File: src/rtl/mem_port_arbiter_pkg.sv
// Shared types and constants for the unified memory-port arbiter.
// Widths, FSM/port encodings, error word and the latched request record.
package mem_port_arbiter_pkg;

    localparam int ADDRESS_WIDTH     = 32;
    localparam int DATA_WIDTH        = 32;
    localparam int DEF_MAX_DM_STREAK = 4;
    localparam int DEF_TIMEOUT       = 64;

    localparam logic [DATA_WIDTH-1:0] DEADBEEF_WORD = 32'hDEADBEEF;

    typedef enum logic [1:0] {
        IDLE   = 2'd0,
        ACCESS = 2'd1,
        RESP   = 2'd2
    } arb_state_e;

    typedef enum logic {
        PORT_IF = 1'b0,
        PORT_DM = 1'b1
    } port_id_e;

    typedef struct packed {
        logic                     we;
        logic [ADDRESS_WIDTH-1:0] addr;
        logic [DATA_WIDTH-1:0]    wdata;
    } mem_req_t;

    function automatic logic is_misaligned(input logic [ADDRESS_WIDTH-1:0] addr);
        return addr[1:0] != 2'b00;
    endfunction

endpackage

File: src/rtl/arb_priority_select.sv
// Winner selection between fetch and data ports: data first, except that a
// pending, unhalted fetch is forced through once the data streak saturates.
module arb_priority_select #(
    parameter int STREAK_W      = 3,
    parameter int MAX_DM_STREAK = 4
) (
    input  logic                i_dm_req,
    input  logic                i_if_req,
    input  logic                i_halt,
    input  logic [STREAK_W-1:0] i_streak,
    output logic                o_grant_if,
    output logic                o_grant_dm
);

    logic w_streak_full;

    assign w_streak_full = (i_streak == STREAK_W'(MAX_DM_STREAK));
    assign o_grant_if    = i_if_req & ~i_halt & (~i_dm_req | w_streak_full);
    assign o_grant_dm    = i_dm_req & ~o_grant_if;

endmodule

File: src/rtl/mem_port_arbiter.sv
// Shares one memory port between fetch and data stages: one transaction at a
// time, registered response pulse, timeout/misalignment reported as err.
module mem_port_arbiter
    import mem_port_arbiter_pkg::*;
#(
    parameter int MAX_DM_STREAK = DEF_MAX_DM_STREAK,
    parameter int TIMEOUT       = DEF_TIMEOUT
) (
    input  logic                     clk,
    input  logic                     rst,
    input  logic                     halt_signal,
    input  logic                     if_req,
    input  logic [ADDRESS_WIDTH-1:0] if_addr,
    output logic                     if_gnt,
    output logic                     if_rvalid,
    output logic [DATA_WIDTH-1:0]    if_rdata,
    output logic                     if_stall,
    input  logic                     dm_req,
    input  logic                     dm_we,
    input  logic [ADDRESS_WIDTH-1:0] dm_addr,
    input  logic [DATA_WIDTH-1:0]    dm_wdata,
    output logic                     dm_gnt,
    output logic                     dm_rvalid,
    output logic [DATA_WIDTH-1:0]    dm_rdata,
    output logic                     dm_stall,
    output logic                     err,
    output logic                     mem_req,
    output logic                     mem_we,
    output logic [ADDRESS_WIDTH-1:0] mem_addr,
    output logic [DATA_WIDTH-1:0]    mem_wdata,
    input  logic                     mem_ack,
    input  logic [DATA_WIDTH-1:0]    mem_rdata
);

    localparam int STREAK_W = $clog2(MAX_DM_STREAK + 1);
    localparam int TO_W     = $clog2(TIMEOUT);

    arb_state_e          r_state, w_state_next;
    port_id_e            r_port;
    mem_req_t            r_req, w_sel_req;
    logic [DATA_WIDTH-1:0] r_data;
    logic                r_err;
    logic [STREAK_W-1:0] r_streak;
    logic [TO_W-1:0]     r_timeout;

    logic w_grant_if, w_grant_dm, w_start, w_misaligned, w_timeout_hit;

    arb_priority_select #(
        .STREAK_W      (STREAK_W),
        .MAX_DM_STREAK (MAX_DM_STREAK)
    ) u_select (
        .i_dm_req   (dm_req),
        .i_if_req   (if_req),
        .i_halt     (halt_signal),
        .i_streak   (r_streak),
        .o_grant_if (w_grant_if),
        .o_grant_dm (w_grant_dm)
    );

    always_comb begin
        w_sel_req = '0;
        if (w_grant_dm) begin
            w_sel_req.we    = dm_we;
            w_sel_req.addr  = dm_addr;
            w_sel_req.wdata = dm_wdata;
        end else begin
            w_sel_req.addr  = if_addr;
        end
    end

    assign w_start       = (r_state == IDLE) & (w_grant_if | w_grant_dm);
    assign w_misaligned  = is_misaligned(w_sel_req.addr);
    assign w_timeout_hit = (r_timeout == TO_W'(TIMEOUT - 1));

    always_ff @(posedge clk or negedge rst) begin
        if (!rst) r_state <= IDLE;
        else      r_state <= w_state_next;
    end

    always_comb begin
        w_state_next = r_state;
        case (r_state)
            IDLE:    if (w_start) w_state_next = w_misaligned ? RESP : ACCESS;
            ACCESS:  if (mem_ack || w_timeout_hit) w_state_next = RESP;
            RESP:    w_state_next = IDLE;
            default: w_state_next = IDLE;
        endcase
    end

    // Grants are combinational, so they are masked while reset is held low.
    always_comb begin
        if_gnt    = w_start & w_grant_if & rst;
        dm_gnt    = w_start & w_grant_dm & rst;
        mem_req   = (r_state == ACCESS);
        mem_we    = mem_req & r_req.we;
        mem_addr  = mem_req ? r_req.addr  : '0;
        mem_wdata = mem_req ? r_req.wdata : '0;
        if_rvalid = (r_state == RESP) & (r_port == PORT_IF);
        dm_rvalid = (r_state == RESP) & (r_port == PORT_DM);
        err       = (r_state == RESP) & r_err;
        if_rdata  = if_rvalid ? r_data : '0;
        dm_rdata  = dm_rvalid ? r_data : '0;
    end

    assign if_stall = if_req & ~if_rvalid;
    assign dm_stall = dm_req & ~dm_rvalid;

    always_ff @(posedge clk or negedge rst) begin
        if (!rst) begin
            r_port    <= PORT_IF;
            r_req     <= '0;
            r_data    <= '0;
            r_err     <= 1'b0;
            r_streak  <= '0;
            r_timeout <= '0;
        end else begin
            case (r_state)
                IDLE: begin
                    if (w_start) begin
                        r_req     <= w_sel_req;
                        r_timeout <= '0;
                        r_err     <= w_misaligned;
                        r_data    <= w_misaligned ? DEADBEEF_WORD : '0;
                        if (w_grant_dm) begin
                            r_port <= PORT_DM;
                            // Saturate so a halted fetch cannot wrap the streak.
                            if (!if_req)
                                r_streak <= '0;
                            else if (r_streak != STREAK_W'(MAX_DM_STREAK))
                                r_streak <= r_streak + 1'b1;
                        end else begin
                            r_port   <= PORT_IF;
                            r_streak <= '0;
                        end
                    end
                end
                ACCESS: begin
                    if (mem_ack) begin
                        r_data <= r_req.we ? '0 : mem_rdata;
                        r_err  <= 1'b0;
                    end else if (w_timeout_hit) begin
                        r_data <= DEADBEEF_WORD;
                        r_err  <= 1'b1;
                    end else begin
                        r_timeout <= r_timeout + 1'b1;
                    end
                end
                default: ;
            endcase
        end
    end

endmodule
File: config.mk
export PLATFORM = sky130hd
export DESIGN_NAME = mem_port_arbiter
export DESIGN_NICKNAME = d
export VERILOG_FILES = /design/src/rtl/mem_port_arbiter_pkg.sv /design/src/rtl/arb_priority_select.sv /design/src/rtl/mem_port_arbiter.sv
export SDC_FILE = /design/constraint.sdc
export NUM_CORES = 1
export LEC_CHECK = 0
export CORE_ASPECT_RATIO = 0.9
export CORE_MARGIN = 1
export CORE_UTILIZATION = 45
export DETAILED_ROUTE_END_ITERATION = 12
export GPL_TIMING_DRIVEN = 0
export HOLD_SLACK_MARGIN = 0.06
export PLACE_DENSITY_LB_ADDON = 0.12
export SETUP_SLACK_MARGIN = 0.1
export SYNTH_ARGS = -nofsm -noshare
export SYNTH_HDL_FRONTEND = slang
export SYNTH_HIERARCHICAL = 1
export SYNTH_SLANG_ARGS = --single-unit
File: constraint.sdc
create_clock -name clk -period 3.2 [get_ports clk]
set_input_delay 0.32 -clock clk [delete_from_list [all_inputs] [get_ports clk]]
set_output_delay 0.32 -clock clk [all_outputs]
set_load 0.02 [all_outputs]
Word level (Yosys, flattened, before mapping) --
Cells that the tools add are included.
Operators by class: reduce and logical (&&, ||, !) cells 9, equal/unequal tests 11, muxes and demuxes 29, $add $sub $neg 2, bitwise gates (word level) 22
Operator list (count):
- $mux 32 | 11
- $pmux 32 s2 | 1
- $mux 6 | 3
- $and 1x1->1 | 14
- $pmux 6 s2 | 1
- $mux 3 | 3
- $add 6x1->6 const B | 1
- $eq 6x6->1 const B | 1
- $mux 2 | 3
- $ne 2x2->1 const B | 3
- $not 1->1 | 6
- $reduce_and 3->1 | 2
- $mux 1 | 5
- $pmux 2 s2 | 1
- $reduce_and 2->1 | 2
- $reduce_and 4->1 | 1
- $reduce_bool 2->1 | 2
- $add 3x1->3 const B | 1
- $eq 3x3->1 const B | 1
- $ne 3x1->1 const B | 1
- $ne 3x2->1 const B | 1
- $ne 3x3->1 const B | 1
- $eq 2x1->1 const B | 1
- $eq 2x2->1 const B | 1
- other kinds (5) | 6
Storage, ports and cells: word-level logic and storage cells 82, register bits 110, input port bits 135

Longest topological paths before layout --
Gate-level depths: netlist of run 1.
depth after elaboration 10, mapped depth 8, depth with buffers taken out 6

Hierarchy --
Netlist of run 1, hierarchy kept.
By module, submodules not included:
- mem_port_arbiter | instances 1, cells an instance 537, area each 5644.2 um2, seq. area each 2752.6 um2
- arb_priority_select | instances 1, cells an instance 4, area each 27.5 um2, seq. area each 0.0 um2

Worst setup path before layout of run 1 --
Ideal clock, no wire load.
path type register to register, start point register r_streak[1], end point register r_data[16], path buffers 1, arrival time 1954 ps, path slack 1118 ps, stages on the path, launching flop included 8, clock period less this slack 2082 ps, data required time 3072 ps, cells stage by stage dfrtp_1 -> or3b_1 -> o21a_1 -> nor3_1 -> o221ai_1 -> a21oi_2 -> buf_2 -> a2bb2oi_2
Between the ends: longest elaborated chain between the ends 10
Ends and longest elaborated chain:
- from (decl) | line mem_port_arbiter.sv:43 | logic [STREAK_W-1:0] r_streak;
- from (signal assigned) | line mem_port_arbiter.sv:130 | r_streak <= r_streak + 1'b1;
- $eq 3x3->1 (*) | line arb_priority_select.sv:17 | assign w_streak_full = (i_streak == STREAK_W'(MAX_DM_STREAK));
- $or 1x1->1 (*) | line arb_priority_select.sv:18 | assign o_grant_if = i_if_req & ~i_halt & (~i_dm_req | w_streak_full);
- $and 1x1->1 (*) | line arb_priority_select.sv:18
- $not 1->1 (*) | line arb_priority_select.sv:19 | assign o_grant_dm = i_dm_req & ~o_grant_if;
- $and 1x1->1 (*) | line arb_priority_select.sv:19
- named net w_grant_dm | line mem_port_arbiter.sv:46 | logic w_grant_if, w_grant_dm, w_start, w_misaligned, w_timeout_hit;
- $mux 32 | line mem_port_arbiter.sv:62 | if (w_grant_dm) begin
- $reduce_bool 2->1 | line mem_port_arbiter_pkg.sv:30 | return addr[1:0] != 2'b00;
- $mux 32 | line mem_port_arbiter.sv:123 | r_data <= w_misaligned ? DEADBEEF_WORD : '0;
- $mux 32 | line mem_port_arbiter.sv:119 | if (w_start) begin
- $pmux 32 s2 | line mem_port_arbiter.sv:117 | case (r_state)
- to (signal assigned) | line mem_port_arbiter.sv:123
- to (signal assigned) | line mem_port_arbiter.sv:139 | r_data <= r_req.we ? '0 : mem_rdata;
- to (decl) | line mem_port_arbiter.sv:41 | logic [DATA_WIDTH-1:0] r_data;
The timed path passes the listed nets; every way through them passes the cells marked *. The select of a mux whose other input is x is not followed. A chain may end at the register's enable or synchronous reset.

Worst setup path in the final report of run 1 --
start point input port if_req, end point output port dm_gnt
Between the ends: longest elaborated chain between the ends 8
Ends and longest elaborated chain:
- from (decl) | line mem_port_arbiter.sv:12 | input logic if_req,
- $and 1x1->1 (*) (2 in a row) | line arb_priority_select.sv:18
- $not 1->1 (*) | line arb_priority_select.sv:19
- $and 1x1->1 (*) | line arb_priority_select.sv:19
- named net w_grant_dm | line mem_port_arbiter.sv:46
- $or 1x1->1 | line mem_port_arbiter.sv:71 | assign w_start = (r_state == IDLE) & (w_grant_if | w_grant_dm);
- $and 1x1->1 | line mem_port_arbiter.sv:71
- $and 1x1->1 (*) (2 in a row) | line mem_port_arbiter.sv:93 | dm_gnt = w_start & w_grant_dm & rst;
- to (decl) | line mem_port_arbiter.sv:22 | output logic dm_gnt,
The timed path passes the listed nets; every way through them passes the cells marked *.

==> flow_summary.json, run 1 <==
{
  "cp.required_ns": 2.88,
  "holdWs_ns": 0.09695,
  "worst_slew_pin_slew_ns": 1.010,
  "finalClockSkew_ns": 0.004370,
  "min_path_type": "input pin to asynchronous set/reset pin",
  "power.density_nw_per_um2": 538.8,
  "maxCapViolCount": 0,
  "path_cells": "clkdlybuf4s50_1, nand2b_1, o21a_1, buf_2, clkbuf_4, and3_1, clkdlybuf4s50_1",
  "leakagePower_nw": 3.770,
  "layout-drive-gt1-share": 0.07860,
  "seq_area_um2": 2753,
  "vias": 5129,
  "cts_tree": "built",
  "yosys_warnings": 6,
  "avgRoutedWirePerCell_um": 16.97,
  "reg2reg_to": "r_data[23]$_DFFE_PN0P_",
  "slowest_stage": "clkdlybuf4s50_1",
  "critPathMaxFanout": 10,
  "hold_viol": 0,
  "cts_root_buf": "clkbuf_16",
  "netlist_instances": 541,
  "drc": 0,
  "io_buffer_count": 271,
  "insertion_delay_ns": 0.34,
  "max_slew_margin": 0.3216,
  "slew_viol_final": 0,
  "cts-buffers-inserted": 9,
  "core-area_um2": 12170,
  "nets": 961,
  "hold_buffers": 0,
  "grt_pass1_vias": 5037,
  "gp_congestion": 0.7897,
  "reg2reg_slack_ns": 0.77,
  "yosys.area.top_type": "dfrtp_1",
  "cts_buffer_depth": 2,
  "start_kind": "input pin",
  "dieHeight_um": 108.5,
  "setup_viol_count_final": 0,
  "drtPass1Iterations": 5,
  "via_per_inst": 5.197,
  "antenna_found_initial": 0,
  "syn_nets": 679,
  "wl_um": 16750,
  "ys_seq_area_frac": 0.4853,
  "synth-edff-count": 0,
  "path_class": "input pin to primary output",
  "die_w_um": 120.3,
  "row_count": 38,
  "syn_to_final_growth_pct": 56.85,
  "avgSynthCellArea_um2": 10.48,
  "fillCellCount": 943,
  "clk_pin_slew_ns": 0.07,
  "clkSinkCount": 110,
  "path_common_cell": "clkdlybuf4s50_1",
  "ys_types": 46,
  "start_util": 0.4660,
  "dieArea_um2": 13060,
  "grt_pass1_wl_um": 26070,
  "end_kind": "primary output",
  "reg2reg_from": "r_streak[1]$_DFFE_PN0P_",
  "drt.antenna.violating_nets": 0,
  "synth_area_leaders": "dfrtp_1, and2_1, a22o_1",
  "synth_flop_cell": "dfrtp_1",
  "grt_setup_unrepaired": "false",
  "htreeDepth": 3,
  "io-pin-count": 272,
  "overflow": 0,
  "cts_setup_buffers": 0,
  "post-dp-hpwl_um": 12960,
  "drt_iter0_markers": 261,
  "grt_max_degree": 71,
  "crit_arrival_ns": 2.64,
  "syn-cell-area_um2": 5672,
  "min_period_ns": 2.963,
  "synth-seq-cells": 110,
  "max_stage_delay_ns": 0.61,
  "ff2ff_path_depth": 7,
  "antenna_cells": 0,
  "async_reset_ff_frac": 1.000,
  "status": "finished clean",
  "timing.fmax_mhz": 337.5,
  "fin_crit_sh": 0.9259,
  "grt_usage": 0.2588,
  "yosysTopAreaCellShare": 0.4853,
  "irDropWorstVdd_mv": 0.3304,
  "setup-tns-final_ns": 0,
  "multiInputGateArea_um2": 2705
}
==> stage by stage <==
| stage | area (um^2) | cells | worst slack (ns) | total power (W) | util |
|---|---|---|---|---|---|
| finish | 8896 | 987 | 0.2372 | 0.004793 | 0.7309 |
| global route | 8896 | 987 | 0.1278 | 0.005045 | 0.7309 |
| CTS | 8894 | 987 | 0.1687 | 0.004828 | 0.7307 |
| detailed placement | 8602 | 973 | 0.1802 | 0.003709 | 0.7067 |
| global placement | 8584 | 972 | -2.646 | 0.003634 | 0.7053 |
| floorplan | 5672 | 541 | 1.118 | 0.002927 | - |
==> cell usage after synthesis, types with 2 or more instances <==
master and instances:
nand2_1 61, a2bb2oi_1 4, and3_1 6, nand3_1 2
inv_1 6, o21ai_0 15, buf_2 16, a21oi_1 4
buf_6 2, o21ai_1 19, mux2i_1 32, nor2b_1 2
a21o_1 2, nor3b_1 4, nor3_1 3, o21a_1 2
clkbuf_1 21, a22o_1 44, and2_1 130, dfrtp_1 110
a211o_1 2, ha_1 3, a2bb2oi_2 20, mux2_2 2
buf_1 3, nor2_1 6
==> cells by family (layout without fill, tap and decap cells) <==
| family | after synthesis | count (layout) | share of synthesized area |
|---|---|---|---|
| simple gates | 221 | 221 | 0.2177 |
| buf+inv | 49 | 335 | 0.03861 |
| compound gates | 123 | 123 | 0.1897 |
| fa+ha+maj | 3 | 3 | 0.006619 |
| mux | 34 | 34 | 0.06045 |
| xor+xnor | 1 | 1 | 0.001545 |
| flops | 110 | 110 | 0.4853 |
==> flip-flops by register name, indices dropped and copies added, names as in the netlist <==
| name | count |
|---|---|
| r_req | 65 |
| r_streak | 3 |
| r_data | 32 |
| r_state | 2 |
| r_timeout | 6 |
| r_port | 1 |
| r_err | 1 |
==> per-layer routing <==
metal | track usage | part of all wire
met5 | 0 | 0
met4 | 0.09083 | 0.017
met3 | 0.04430 | 0.067
met2 | 0.4503 | 0.50
met1 | 0.3257 | 0.41
==> layout by cell type, fill, tap and decap left out, drive strengths merged, types with 2 or more instances in the layout <==
cell | synthesis | routed
clkdlybuf4s50 | 0 | 270
a22o | 44 | 44
clkbuf | 21 | 32
a21oi | 5 | 5
ha | 3 | 3
and2 | 130 | 130
nor3 | 3 | 3
o21ai | 34 | 34
nand3 | 3 | 3
a211o | 2 | 2
dfrtp | 110 | 110
nor3b | 4 | 4
a311oi | 2 | 2
mux2i | 32 | 32
a21o | 2 | 2
inv | 7 | 7
nand2b | 2 | 2
buf | 21 | 22
nor2b | 2 | 2
o21a | 2 | 2
clkinv | 0 | 2
and3 | 7 | 7
nor2 | 6 | 6
nand2 | 61 | 61
a2bb2oi | 24 | 24
mux2 | 2 | 2
==> worst max-delay path by stage <==
stage                            startpoint                      to  slack (ns)  cells after the start
floorplan           r_streak[1]$_DFFE_PN0P_  r_data[16]$_DFFE_PN0P_        1.12                      7
global placement                        rst                  if_gnt       -2.65                      3
detailed placement                   if_req                  dm_gnt        0.18                      7
CTS                                  if_req                  dm_gnt        0.17                      7
global route                         if_req                  dm_gnt        0.13                      7
finish                               if_req                  dm_gnt        0.24                      7
==> power breakdown <==
part | internal (W) | leakage, nW | switching, W | total [W]
combinational | 0.000891 | 2.30 | 0.000800 | 0.00169
sequential | 0.00175 | 1.33 | 0.000236 | 0.00199
clock | 0.000622 | 0.141 | 0.000490 | 0.00111
total | 0.00327 | 3.77 | 0.00153 | 0.00479
==> critical path, delay by kind of cell <==
family / cells / cell delay [ns]
AO/OA/AOI/OAI: 1 / 0.25
buffers and inverters: 4 / 1.73
AND/OR/NAND/NOR: 2 / 0.33
==> cell type report <==
cell class              count  area share
repair buffers            272      0.3069
inverters                   7    0.002954
flip-flops and latches    110      0.3094
plain buffers              41     0.02152
well taps                 160     0.02250
clock inverters             4    0.005345
clock buffers              11     0.02729
multi-input cells         382      0.3041
==> what timing repair did <==
| item | 4_1_cts | 5_1_grt |
|---|---|---|
| hold endpoints to repair | 0 | 0 |
| gates resized for setup | 1 | 1 |
| setup endpoints to repair | 52 | 1 |
Note: power is estimated with default switching activity, not from simulation.
==> run 2: changes to the inputs <==
--- a/config.mk
+++ b/config.mk
@@ -6,7 +6,7 @@
 export NUM_CORES = 1
 export LEC_CHECK = 0
 export CORE_ASPECT_RATIO = 0.9
-export CORE_MARGIN = 1
+export CORE_MARGIN = 8
 export CORE_UTILIZATION = 45
 export DETAILED_ROUTE_END_ITERATION = 12
 export GPL_TIMING_DRIVEN = 0
==> run 2 against run 1 <==
Sequential power is essentially flat. Total power increased by 2.8%. Cell count rose by 0.61%. Critical path depth decreased by 1. Non-clock buffer count grew 1. First-iteration DRC count shrank 16%. Core utilization decreased by 1.3 points. Combinational power about the same. Critical endpoint unchanged. Largest cell class unchanged.
==> flow_summary.json, run 2 (same netlist as run 1, synthesis figures left out) <==
{
  "status": "finished clean",
  "drt.antenna.violating_nets": 0,
  "grt_usage": 0.2181,
  "vias": 5066,
  "finalClockSkew_ns": 0.004045,
  "dpl.cell_count": 977,
  "largest_register_ffs": 65,
  "reg2reg_slack_ns": 0.68,
  "power.density_nw_per_um2": 549.4,
  "critPathMaxFanout": 10,
  "dieHeight_um": 122.5,
  "maxCapViolCount": 0,
  "mostFrequentLayoutCell": "clkdlybuf4s50_1",
  "layout-drive-gt1-share": 0.08444,
  "worst_slew_pin_slew_ns": 1.023,
  "reg2reg_to": "r_data[16]$_DFFE_PN0P_",
  "slowest_stage": "clkdlybuf4s50_1",
  "crit_arrival_ns": 2.65,
  "seq_area_um2": 2753,
  "grt_pass1_vias": 5473,
  "post-dp-hpwl_um": 14530,
  "drc": 0,
  "antenna_cells": 0,
  "antenna_found_initial": 0,
  "syn_to_final_growth_pct": 58.20,
  "path_cells": "or3b_1, o21a_1, buf_2, clkbuf_4, and3_1, clkdlybuf4s50_1",
  "multiInputGateArea_um2": 2705,
  "slew_viol_final": 0,
  "hold_viol": 0,
  "cts_setup_buffers": 0,
  "timing.fmax_mhz": 336.6,
  "core-area_um2": 12490,
  "cp-startpoint": "r_streak[1]$_DFFE_PN0P_",
  "path_buf_inv": 3,
  "cts_buffer_depth": 2,
  "top_register": "r_req",
  "reg2reg_from": "r_streak[1]$_DFFE_PN0P_",
  "avgRoutedWirePerCell_um": 18.39,
  "leakagePower_nw": 3.817,
  "setup_viol_count_final": 0,
  "drt_iter0_markers": 220,
  "ff2ff_path_depth": 7,
  "htreeDepth": 3,
  "die_w_um": 134.3,
  "end_kind": "primary output",
  "top_regs": "r_req (65), r_data (32), r_timeout (6)",
  "overflow": 0,
  "grt_pass1_wl_um": 28570,
  "nets": 962,
  "min_path_type": "register to register",
  "start_util": 0.4540,
  "gp_congestion": 0.8284,
  "setup-tns-final_ns": 0,
  "drtPass1Iterations": 4,
  "cp.required_ns": 2.88,
  "critPathTopFamily": "buffers and inverters",
  "io_buffer_count": 271,
  "grt_max_degree": 58,
  "fin_crit_sh": 0.9285,
  "irDropWorstVdd_mv": 0.3014,
  "cts_root_buf": "clkbuf_16",
  "clk_pin_slew_ns": 0.07,
  "clkSinkCount": 110,
  "final_cells": 993,
  "cp.depth": 6,
  "row_count": 39,
  "path_class": "register to primary output",
  "dpl_cell_area_um2": 8615,
  "wl_um": 18260,
  "stdcell_area_um2": 8972,
  "io-pin-count": 272,
  "insertion_delay_ns": 0.34,
  "crit_end": "dm_gnt",
  "start_kind": "register",
  "max_slew_margin": 0.3129,
  "max_stage_delay_ns": 0.55,
  "via_per_inst": 5.102,
  "mostFrequentLayoutCells": "clkdlybuf4s50_1, and2_1, dfrtp_1",
  "cts_tree": "built",
  "p_total_w": 0.004930,
  "cts-buffers-inserted": 9,
  "grt_setup_unrepaired": "false",
  "min_period_ns": 2.971,
  "fillCellCount": 940,
  "dieArea_um2": 16460
}
[run 2: what timing repair did]
action                     4_1_cts  5_1_grt
gates resized for setup          3        6
hold buffers                     1        0
setup endpoints to repair       40       29
hold endpoints to repair         3        0
[run 2: worst min-delay path by stage]
stage / startpoint / end / slack [ns] / cells past startpoint
detailed placement: rst / r_req[21]$_DFFE_PN0P_ / 0.42 / 1
finish: r_req[41]$_DFFE_PN0P_ / r_req[41]$_DFFE_PN0P_ / 0.48 / 2
global route: r_req[41]$_DFFE_PN0P_ / r_req[41]$_DFFE_PN0P_ / 0.50 / 2
floorplan: rst / r_data[0]$_DFFE_PN0P_ / 0.02 / 0
CTS: r_req[45]$_DFFE_PN0P_ / r_req[45]$_DFFE_PN0P_ / 0.48 / 2
global placement: r_req[40]$_DFFE_PN0P_ / r_req[40]$_DFFE_PN0P_ / 0.45 / 2
[run 2: area by class of cell]
class,count,share of cell area
inverters,7,0.002928
plain buffers,41,0.02189
well taps,164,0.02287
clock buffers,13,0.03012
clock inverters,3,0.007251
multi-input cells,382,0.3015
flip-flops and latches,110,0.3068
repair buffers,273,0.3067
[run 2: worst min-delay path, delay by kind of cell, from the launching register on]
kind,cells,cell delay [ns]
simple gates,1,0.04
compound gates,1,0.06
flops,1,0.34
[run 2: where the power goes]
group,switching (W),internal (W)
sequential,0.000232,0.00175
combinational,0.000812,0.000895
clock,0.000486,0.000750
total,0.00153,0.00340
[run 2: through the flow]
step | utilization | setup WS, ns | hold WS, ns
6_report | 0.7182 | 0.2288 | 0.4763
3_3_place_gp | 0.6876 | -2.700 | 0.4534
4_1_cts | 0.7178 | 0.1150 | 0.4770
5_1_grt | 0.7182 | 0.1237 | 0.4958
2_1_floorplan | - | 1.118 | 0.02441
3_5_place_dp | 0.6896 | 0.2617 | 0.4218
[run 2: layer usage]
| metal | routed length (um) | vias to the layer above | part of all wire | GRT usage |
|---|---|---|---|---|
| met4 | 320 | 0 | 0.018 | 0.06727 |
| met5 | 0 | - | 0 | 0 |
| met2 | 8901 | 197 | 0.49 | 0.3781 |
| met1 | 7306 | 2423 | 0.40 | 0.2516 |
| li1 | - | 2424 | - | - |
| met3 | 1728 | 22 | 0.095 | 0.07324 |
==> run 3: changes to the inputs <==
--- a/config.mk
+++ b/config.mk
@@ -5,7 +5,6 @@
 export SDC_FILE = /design/constraint.sdc
 export NUM_CORES = 1
 export LEC_CHECK = 0
-export CORE_ASPECT_RATIO = 0.9
 export CORE_MARGIN = 8
 export CORE_UTILIZATION = 45
 export DETAILED_ROUTE_END_ITERATION = 12
==> constraint.sdc (replaced) <==
create_clock -name clk -period 3.6 [get_ports clk]
set_input_delay 0.36 -clock clk [delete_from_list [all_inputs] [get_ports clk]]
set_output_delay 0.36 -clock clk [all_outputs]
set_load 0.02 [all_outputs]
==> run 3 against run 2 <==
Clock-buffer cell count shrank 4. Critical path type unchanged. Cell count increased by 0.50%. Critical endpoint is now if_rdata[29]. First-iteration DRC count increased by 3.6%. Largest power group unchanged. Via count increased by 0.16%. Final area fell by 0.81%. Worst setup slack improved by 0.14 ns. Combinational power decreased by 12%.
==> flow_summary.json, run 3 (same netlist as run 1, synthesis figures left out) <==
{
  "status": "finished clean",
  "grt_usage": 0.2211,
  "setup_viol_count_final": 0,
  "antenna_found_initial": 0,
  "vias": 5074,
  "clkSinkCount": 110,
  "grt_max_degree": 71,
  "max_slew_margin": 0.2715,
  "grt_pass1_wl_um": 28720,
  "post-dp-hpwl_um": 14500,
  "top_regs": "r_req (65), r_data (32), r_timeout (6)",
  "multiInputGateArea_um2": 2700,
  "mostFrequentLayoutCell": "clkdlybuf4s50_1",
  "grt_pass1_vias": 5365,
  "slew_viol_final": 0,
  "path_class": "register to primary output",
  "finalClockSkew_ns": 0.006850,
  "max_stage_delay_ns": 0.85,
  "start_kind": "register",
  "wl_um": 18160,
  "cts_root_buf": "clkbuf_16",
  "worst_slew_pin_slew_ns": 1.084,
  "nets": 963,
  "syn_to_final_growth_pct": 56.92,
  "htreeDepth": 3,
  "top_register": "r_req",
  "clk_pin_slew_ns": 0.07,
  "layout-drive-gt1-share": 0.07506,
  "hold_viol": 0,
  "start_util": 0.4550,
  "dieArea_um2": 16450,
  "overflow": 0,
  "cts-buffers-inserted": 9,
  "fin_util": 0.7139,
  "io-pin-count": 272,
  "die_w_um": 128.3,
  "leakagePower_nw": 3.768,
  "hold_buffers": 1,
  "grt_setup_unrepaired": "false",
  "maxCapViolCount": 0,
  "antenna_cells": 0,
  "cts_tree": "built",
  "io_buffer_count": 271,
  "cp.required_ns": 3.24,
  "cts_buffer_depth": 2,
  "dieHeight_um": 128.3,
  "avgRoutedWirePerCell_um": 18.19,
  "seq_area_um2": 2753,
  "holdWs_ns": 0.4727,
  "fillCellCount": 994,
  "core-area_um2": 12470,
  "min_path_type": "register to register",
  "irDropWorstVdd_mv": 0.2706,
  "ctsResizeCount": 0,
  "timing.fmax_mhz": 309.0,
  "path_cells": "buf_2, nor3b_1, clkbuf_1, and2_1, clkdlybuf4s50_1",
  "slowest_stage": "nor3b_1",
  "mostFrequentLayoutCells": "clkdlybuf4s50_1, and2_1, dfrtp_1",
  "critPathMaxFanout": 10,
  "crit_arrival_ns": 2.88,
  "gp_congestion": 0.7987,
  "cts_setup_buffers": 0,
  "power.density_nw_per_um2": 473.3,
  "largest_register_ffs": 65,
  "row_count": 41,
  "insertion_delay_ns": 0.34,
  "drt.antenna.violating_nets": 0,
  "via_per_inst": 5.084,
  "drt_iter0_markers": 228,
  "fin_crit_sh": 0.8988,
  "drc": 0,
  "min_period_ns": 3.236,
  "drtPass1Iterations": 4,
  "end_kind": "primary output"
}
==> run 3: cell count changes in the layout (fill, tap and decap cells not counted), sizes merged <==
| cell | delta |
|---|---|
| buf | +1 |
| clkinv | +1 |
| bufinv | -1 |
| clkbuf | -4 |
==> run 3: critical path: cells and delay by family, from the launching register on <==
| family | cells | cell delay (ns) |
|---|---|---|
| buf+inv | 3 | 1.16 |
| flops | 1 | 0.35 |
| simple gates | 2 | 1.03 |
==> run 3: layout make-up <==
cell class                      count  share of cell area
Buffer                             42             0.02165
Clock buffer                        9             0.02531
Sequential cell                   110              0.3093
Tap cell                          172             0.02418
Multi-Input combinational cell    382              0.3034
Clock inverter                      3            0.004499
Timing Repair Buffer              273              0.3087
Inverter                            7            0.002952
==> run 3: worst paths after layout <==
check	start	to	slack, ns	cells after the start
setup / recovery	r_state[0]$_DFFE_PN0P_	if_rdata[29]	0.36	5
min in group asynchronous	rst	r_data[16]$_DFFE_PN0P_	0.55	2
hold / removal	r_req[37]$_DFFE_PN0P_	r_req[37]$_DFFE_PN0P_	0.47	2
setup reg to reg	r_streak[1]$_DFFE_PN0P_	r_data[28]$_DFFE_PN0P_	1.12	6
max in group asynchronous	rst	r_req[14]$_DFFE_PN0P_	2.30	3
hold reg to reg	r_req[37]$_DFFE_PN0P_	r_req[37]$_DFFE_PN0P_	0.47	2
==> run 3: where the power goes <==
part | internal, W | switching (W)
Combinational | 0.000794 | 0.000718
Clock | 0.000522 | 0.000420
Sequential | 0.00156 | 0.000199
Total | 0.00288 | 0.00134
==> run 3: per-stage QoR <==
stage | cells | total power [W] | TNS (ns) | cell area (um^2) | worst slack [ns]
global placement | 984 | 0.003237 | -232.13 | 8600 | -2.427
finish | 998 | 0.004212 | 0 | 8900 | 0.3642
detailed placement | 985 | 0.003302 | 0 | 8625 | 0.5425
global route | 998 | 0.004462 | 0 | 8900 | 0.2303
CTS | 998 | 0.004246 | 0 | 8900 | 0.3198
floorplan | 541 | 0.002602 | 0 | 5672 | 1.518
==> run 3: metal layers <==
metal	track usage	share of wire	up-vias
li1	-	-	2423
met1	0.2563	0.39	2431
met2	0.3729	0.49	197
met3	0.07612	0.098	23
met4	0.07413	0.020	0
met5	0	0	-
